===== config.mk =====
export PLATFORM = sky130hd
export DESIGN_NAME = lock_seq_ctrl
export DESIGN_NICKNAME = d
export VERILOG_FILES = /design/src/rtl/lock_pkg.sv /design/src/rtl/lock_seq_timer.sv /design/src/rtl/lock_seq_ctrl.sv
export SDC_FILE = /design/constraint.sdc
export NUM_CORES = 1
export LEC_CHECK = 0
export ABC_CLOCK_PERIOD_IN_PS = 2500
export CAP_MARGIN = 20
export CORE_MARGIN = 8
export CORE_UTILIZATION = 50
export DETAILED_ROUTE_END_ITERATION = 8
export GPL_ROUTABILITY_DRIVEN = 1
export PLACE_DENSITY = 0.75
export SYNTH_ARGS = -nofsm -noshare
export SYNTH_HDL_FRONTEND = slang
export SYNTH_SLANG_ARGS = --single-unit

===== constraint.sdc =====
create_clock -name i_clk_20M -period 2.5 [get_ports i_clk_20M]
set_input_delay 0.5 -clock i_clk_20M [delete_from_list [all_inputs] [get_ports i_clk_20M]]
set_output_delay 0.5 -clock i_clk_20M [all_outputs]
set_load 0.02 [all_outputs]

===== src/rtl/lock_pkg.sv =====
// lock_pkg: shared definitions for the converter lock sequencer.
//   State codes, source vector layout and timer/counter widths used by
//   lock_seq_ctrl and lock_seq_timer.
//   Source vector layout {force, src[3:0]}:
//     bit0 phaselock1, bit1 phaselock2, bit2 fastlock, bit3 phase-status fault,
//     bit4 force block.
package lock_pkg;

  localparam int unsigned TIMER_W   = 16;
  localparam int unsigned SRC_W     = 4;
  localparam int unsigned SRCV_W    = 5;
  localparam int unsigned EVT_W     = 8;
  localparam int unsigned SRC_FORCE = 4;

  typedef enum logic [1:0] {
    ST_RUN      = 2'd0,
    ST_BLOCK    = 2'd1,
    ST_WAIT_REL = 2'd2,
    ST_DEBOUNCE = 2'd3
  } lock_state_e;

endpackage


===== src/rtl/lock_seq_timer.sv =====
// lock_seq_timer: loadable down-counter with a registered done flag.
//   clk_i      : clock (rising edge)
//   rst_i      : asynchronous active-high reset, counter loads RESET_VAL
//   load_i     : load load_val_i this cycle (takes priority over counting)
//   load_val_i : value to load
//   done_o     : count is at 1 or 0, i.e. the current cycle is the last one
// The counter stops at zero; it never wraps.
module lock_seq_timer
  import lock_pkg::*;
#(
  parameter int unsigned RESET_VAL = 1
) (
  input  logic               clk_i,
  input  logic               rst_i,
  input  logic               load_i,
  input  logic [TIMER_W-1:0] load_val_i,
  output logic               done_o
);

  logic [TIMER_W-1:0] cnt_q, cnt_d;
  logic               done_q;

  // Next count: load, else decrement down to zero and hold.
  always_comb begin
    cnt_d = cnt_q;
    if (load_i) begin
      cnt_d = load_val_i;
    end else if (cnt_q != '0) begin
      cnt_d = cnt_q - TIMER_W'(1);
    end
  end

  always_ff @(posedge clk_i or posedge rst_i) begin
    if (rst_i) begin
      cnt_q  <= TIMER_W'(RESET_VAL);
      done_q <= (RESET_VAL <= 32'd1);
    end else begin
      cnt_q  <= cnt_d;
      done_q <= (cnt_d <= TIMER_W'(1));
    end
  end

  assign done_o = done_q;

endmodule


===== src/rtl/lock_seq_ctrl.sv =====
// lock_seq_ctrl: block/deblock sequencer for the converter lock command.
//   Any unmasked source request (or force) blocks the converter for at least
//   MIN_BLOCK_CYC cycles; deblock needs an operator release with sources quiet,
//   then DEBOUNCE_CYC quiet cycles.
// Ports:
//   i_clk_20M     : clock
//   i_reset       : asynchronous active-high reset (comes up blocked)
//   i_src_req     : block requests {phase fault, fastlock, phaselock2, phaselock1}
//   i_src_mask    : per-source ignore
//   i_force_block : unmaskable block request
//   i_release     : operator release pulse
//   o_lock        : block command
//   o_state       : state code (RUN/BLOCK/WAIT_REL/DEBOUNCE)
//   o_first_src   : sources {force, src} in the triggering cycle
//   o_fault_latch : sticky OR of sources since last deblock
//   o_evt_cnt     : saturating block event counter
// Build option: LOCK_SEQ_AUTO_REL_EN -- WAIT_REL leaves on the first quiet
//   cycle without waiting for i_release.
module lock_seq_ctrl
  import lock_pkg::*;
#(
  parameter int unsigned MIN_BLOCK_CYC = 20000,
  parameter int unsigned DEBOUNCE_CYC  = 2000
) (
  input  logic              i_clk_20M,
  input  logic              i_reset,
  input  logic [SRC_W-1:0]  i_src_req,
  input  logic [SRC_W-1:0]  i_src_mask,
  input  logic              i_force_block,
  input  logic              i_release,
  output logic              o_lock,
  output logic [1:0]        o_state,
  output logic [SRCV_W-1:0] o_first_src,
  output logic [SRCV_W-1:0] o_fault_latch,
  output logic [EVT_W-1:0]  o_evt_cnt
);

  lock_state_e        state_q, state_d;
  logic               lock_q, lock_d;
  logic [SRCV_W-1:0]  first_q, first_d;
  logic [SRCV_W-1:0]  latch_q, latch_d;
  logic [EVT_W-1:0]   evt_q, evt_d;

  logic [SRCV_W-1:0]  srcs_c;
  logic               active_c;
  logic               rel_ok_c;
  logic               evt_inc_c;
  logic               timer_load_c;
  logic [TIMER_W-1:0] timer_val_c;
  logic               timer_done;

  // Effective sources this cycle.
  always_comb begin
    srcs_c            = '0;
    srcs_c[SRC_W-1:0] = i_src_req & ~i_src_mask;
    srcs_c[SRC_FORCE] = i_force_block;
    active_c          = |srcs_c;
  end

`ifdef LOCK_SEQ_AUTO_REL_EN
  logic unused_release_c;
  assign unused_release_c = i_release;
  assign rel_ok_c         = ~active_c;
`else
  // A release coinciding with active sources is dropped, not remembered.
  assign rel_ok_c = i_release & ~active_c;
`endif

  // Shared timer is reloaded on every state change.
  lock_seq_timer #(
    .RESET_VAL (MIN_BLOCK_CYC)
  ) u_timer (
    .clk_i      (i_clk_20M),
    .rst_i      (i_reset),
    .load_i     (timer_load_c),
    .load_val_i (timer_val_c),
    .done_o     (timer_done)
  );

  // State and output registers.
  always_ff @(posedge i_clk_20M or posedge i_reset) begin
    if (i_reset) begin
      state_q <= ST_BLOCK;
      lock_q  <= 1'b1;
      first_q <= '0;
      latch_q <= '0;
      evt_q   <= '0;
    end else begin
      state_q <= state_d;
      lock_q  <= lock_d;
      first_q <= first_d;
      latch_q <= latch_d;
      evt_q   <= evt_d;
    end
  end

  // Next state and timer reload.
  always_comb begin
    state_d = state_q;
    unique case (state_q)
      ST_RUN:      if (active_c)   state_d = ST_BLOCK;
      ST_BLOCK:    if (timer_done) state_d = ST_WAIT_REL;
      ST_WAIT_REL: if (rel_ok_c)   state_d = ST_DEBOUNCE;
      ST_DEBOUNCE: begin
        if (active_c)        state_d = ST_BLOCK;
        else if (timer_done) state_d = ST_RUN;
      end
      default:               state_d = ST_BLOCK;
    endcase

    timer_load_c = (state_d != state_q);
    unique case (state_d)
      ST_BLOCK:    timer_val_c = TIMER_W'(MIN_BLOCK_CYC);
      ST_DEBOUNCE: timer_val_c = TIMER_W'(DEBOUNCE_CYC);
      default:     timer_val_c = '0;
    endcase
  end

  // Output next values: capture, sticky latch, event count.
  always_comb begin
    first_d   = first_q;
    latch_d   = latch_q;
    evt_inc_c = 1'b0;
    lock_d    = (state_d != ST_RUN);

    if (state_q == ST_RUN) begin
      if (active_c) begin
        first_d   = srcs_c;
        latch_d   = latch_q | srcs_c;
        evt_inc_c = 1'b1;
      end
    end else begin
      latch_d = latch_q | srcs_c;
      if (state_q == ST_DEBOUNCE) begin
        if (active_c) begin
          evt_inc_c = 1'b1;
        end else if (state_d == ST_RUN) begin
          first_d = '0;
          latch_d = '0;
        end
      end
    end

    evt_d = (evt_inc_c && (evt_q != '1)) ? evt_q + EVT_W'(1) : evt_q;
  end

  assign o_lock        = lock_q;
  assign o_state       = state_q;
  assign o_first_src   = first_q;
  assign o_fault_latch = latch_q;
  assign o_evt_cnt     = evt_q;

endmodule


==> impl_metrics.env <==
export IMPL_grt_pass1_wl_mm=8.49
export IMPL_die_w_um=81.5
export IMPL_synth_top_area_share_pct=36.2
export IMPL_p_int_uw=872
export IMPL_io_buffers=32
export IMPL_initial_utilization_pct=50.7
export IMPL_routed_via_density=5.54
export IMPL_drv_cap=0
export IMPL_hold_buffers=0
export IMPL_first_global_vias=1842
export IMPL_postCtsSetupRepairBufs=0
export IMPL_status="complete, no violations"
export IMPL_synth_area_leaders="dfrtp_1 36%, dfstp_2 8.6%, nor2_1 5.1%"
export IMPL_cp_end_kind="flip-flop"
export IMPL_yosysUniqueCellTypes=47
export IMPL_gr_usage_all_layers_pct=16.2
export IMPL_synth_common_cells="31 x dfrtp_1, 29 x nor2_1, 14 x nand2_1"
export IMPL_holdCritStartpoint="o_evt_cnt[6]$_DFFE_PP0P_"
export IMPL_p_sw_share_pct=21.6
export IMPL_worstPathCellList="inv_1 > ha_1 > nor2_1 > a32o_1 > buf_4 > nand3_1 > a31o_2 > a22o_1"
export IMPL_htree_levels=2
export IMPL_avgRoutedWirePerCell_um=14.9
export IMPL_ant_nets=0
export IMPL_rows=24
export IMPL_async_flop_share_pct=100
export IMPL_ys_ff_latch=38
export IMPL_drc=0
export IMPL_slowest_stage="dfstp_2"
export IMPL_reg2reg_slack_ns=0.12
export IMPL_worstHoldPathType="flip-flop to flip-flop"
export IMPL_finalWorstSetupSlack_ns=0.117
export IMPL_max_slew_worst_pin_slew_ns=0.612
export IMPL_path_delay_family="compound AO/OA/AOI/OAI gates"
export IMPL_syn_inst=221
export IMPL_min_period_ns=2.38
export IMPL_power_frac_seq_pct=55.5
export IMPL_tritoncts="done"
export IMPL_final_nets=299
export IMPL_grt_max_degree=39
export IMPL_cts_root_buffer="clkbuf_8"
export IMPL_min_to="o_evt_cnt[6]$_DFFE_PP0P_"
export IMPL_clockBufferDepth=2
export IMPL_first_iter_violations=61
export IMPL_yosysSeqAreaShare_pct=44.7
export IMPL_vias=1852
export IMPL_die_h_um=81.5
export IMPL_finalHoldViolCount=0
export IMPL_path_depth=8
export IMPL_cts_sinks=38
export IMPL_crit_type="flip-flop to flip-flop"
export IMPL_p_comb_share_pct=5.4
export IMPL_r2r_end="o_first_src[1]$_DFFE_PP0P_"
export IMPL_drive_above_1_share_pct=17.0
export IMPL_cp_required_ns=2.68
export IMPL_syn_nets=239
export IMPL_syn_area_um2=2150
export IMPL_first_pass_iters=4
export IMPL_p_leak_nw=1.26
export IMPL_final_util_pct=66.0
export IMPL_rsz0062_at_grt="false"
export IMPL_dpl_worst_slack_ns=-0.138
export IMPL_drv_slew=0
export IMPL_routabilityCongestion=0.831
export IMPL_area_growth_pct=30.1
export IMPL_insertion_delay_ns=0.29
export IMPL_final_period_utilization_pct=95.3
export IMPL_p_switching_uw=240
export IMPL_grt_overflow=0
export IMPL_drt_total_wl_mm=4.98
export IMPL_syn_mean_instance_area_um2=9.71
export IMPL_hold_depth=1
export IMPL_yosys_warnings=0
export IMPL_ios=33
export IMPL_peakVddDrop_v=0.000320
export IMPL_n_antenna_cell=0
export IMPL_cts_buffers=5
export IMPL_start_kind="flip-flop"
export IMPL_fmax_ghz=0.420
export IMPL_synth_main_ff_cell="dfrtp_1"
export IMPL_setup_viol=0
export IMPL_cp_arrival_ns=2.56
export IMPL_relSlewSlack_pct=59.0
export IMPL_finClkSkew_ns=0.00325
export IMPL_cts_resized=0
export IMPL_max_stage_delay_ns=0.63
export IMPL_fp_coreArea_um2=4230
export IMPL_synth_edf_count=0
export IMPL_power_density_nw_per_um2=398
export IMPL_synth_most_common_cell="dfrtp_1"
export IMPL_cp_num_buf_inv=2
export IMPL_dp_hpwl_mm=3.78
export IMPL_path_clk_slew_ns=0.07
export IMPL_dieArea_um2=6640
export IMPL_antenna_found_initial=0
export IMPL_reg2reg_depth=8
export IMPL_timing_rr_start="o_state[0]$_DFF_PP1_"
export IMPL_clkPwrFrac_pct=39.1
export IMPL_critPathMaxFanout=8
export IMPL_yosys_area_top_type="dfrtp_1"
[worst register-to-register path, stage by stage (launching register included)]
cell,delay [ns]
dfstp_2,0.63
inv_1,0.12
ha_1,0.32
nor2_1,0.24
a32o_1,0.20
buf_4,0.12
nand3_1,0.10
a31o_2,0.31
a22o_1,0.24
[per-layer routing]
| metal | track usage, % | wire (um) | vias to the layer above |
|---|---|---|---|
| met5 | 0 | 0 | - |
| met2 | 26.3 | 2340 | 42 |
| met4 | 4.29 | 40 | 0 |
| met3 | 5.47 | 282 | 4 |
| met1 | 20.2 | 2320 | 895 |
| li1 | - | - | 911 |
[cell usage in the layout, fill, tap and decap left out, drive strengths merged, types with 4 or more instances in the layout]
master	count
buf	26
or3	5
a21oi	10
nand2	14
mux2i	10
clkdlybuf4s50	32
a211oi	4
nor2b	8
and3	7
ha	6
o21ai	5
nor2	29
nand3	4
inv	10
nor3	7
xnor2	10
dfrtp	31
dfstp	7
and2	6
a22o	10
clkbuf	8
nand4	4
[worst max path at each step]
stage	slack (ns)	to	from
2_1_floorplan	0.27	o_fault_latch[0]$_DFFE_PP0N_	o_state[0]$_DFF_PP1_
3_3_place_gp	-0.09	u_timer.cnt_q[11]$_DFF_PP1_	i_src_req[2]
3_5_place_dp	-0.14	u_timer.cnt_q[11]$_DFF_PP1_	i_src_req[2]
4_1_cts	0.13	u_timer.done_o$_DFF_PP0_	u_timer.cnt_q[0]$_DFF_PP0_
5_1_grt	0.009	u_timer.cnt_q[8]$_DFF_PP0_	o_state[0]$_DFF_PP1_
6_report	0.12	o_first_src[1]$_DFFE_PP0P_	o_state[0]$_DFF_PP1_
[cell type report]
cell class / count / area, um2
sequential: 38 / 960
clock buffer: 8 / 90.1
fill: 344 / 1440
multi-input combinational: 168 / 1120
inverter: 10 / 37.5
timing repair buffer: 58 / 515
tap: 52 / 65.1
[power groups by stage]
stage	logic (mW)	clock network [mW]	registers, mW
after floorplan	0.0207	0	0.630
after global placement	0.0600	0	0.629
after detailed placement	0.0609	0	0.628
after CTS	0.0612	0.444	0.617
after global routing	0.0665	0.470	0.617
final	0.0600	0.435	0.617
[registers in the layout, indices dropped and copies added (netlist names)]
| name | count |
|---|---|
| o_evt_cnt | 8 |
| o_fault_latch | 5 |
| o_first_src | 5 |
| o_lock | 1 |
| o_state | 2 |
| u_timer.cnt_q | 16 |
| u_timer.done_o | 1 |
[metrics by stage]
step                      power, mW  TNS [ns]  hold slack, ns  instance area [um2]  instances
after detailed placement      0.689    -0.890           0.484                 2700        326
final                          1.11         0           0.488                 2790        334
after floorplan               0.650         0           0.542                 2150        221
after CTS                      1.12         0           0.493                 2790        334
after global routing           1.15         0           0.535                 2790        334
after global placement        0.689    -0.348           0.474                 2700        326
[logic make-up after synthesis]
kind of cell	count (synthesis)	synth area share, %
and+or+nand+nor	93	22.8
AOI/OAI and AO/OA	46	15.7
DFF	38	44.7
buffers and inverters	15	3.21
xor gates and xnor gates	12	4.90
muxes	11	5.19
adders and majority gates	6	3.50
Power figures use the tool's default switching activity.
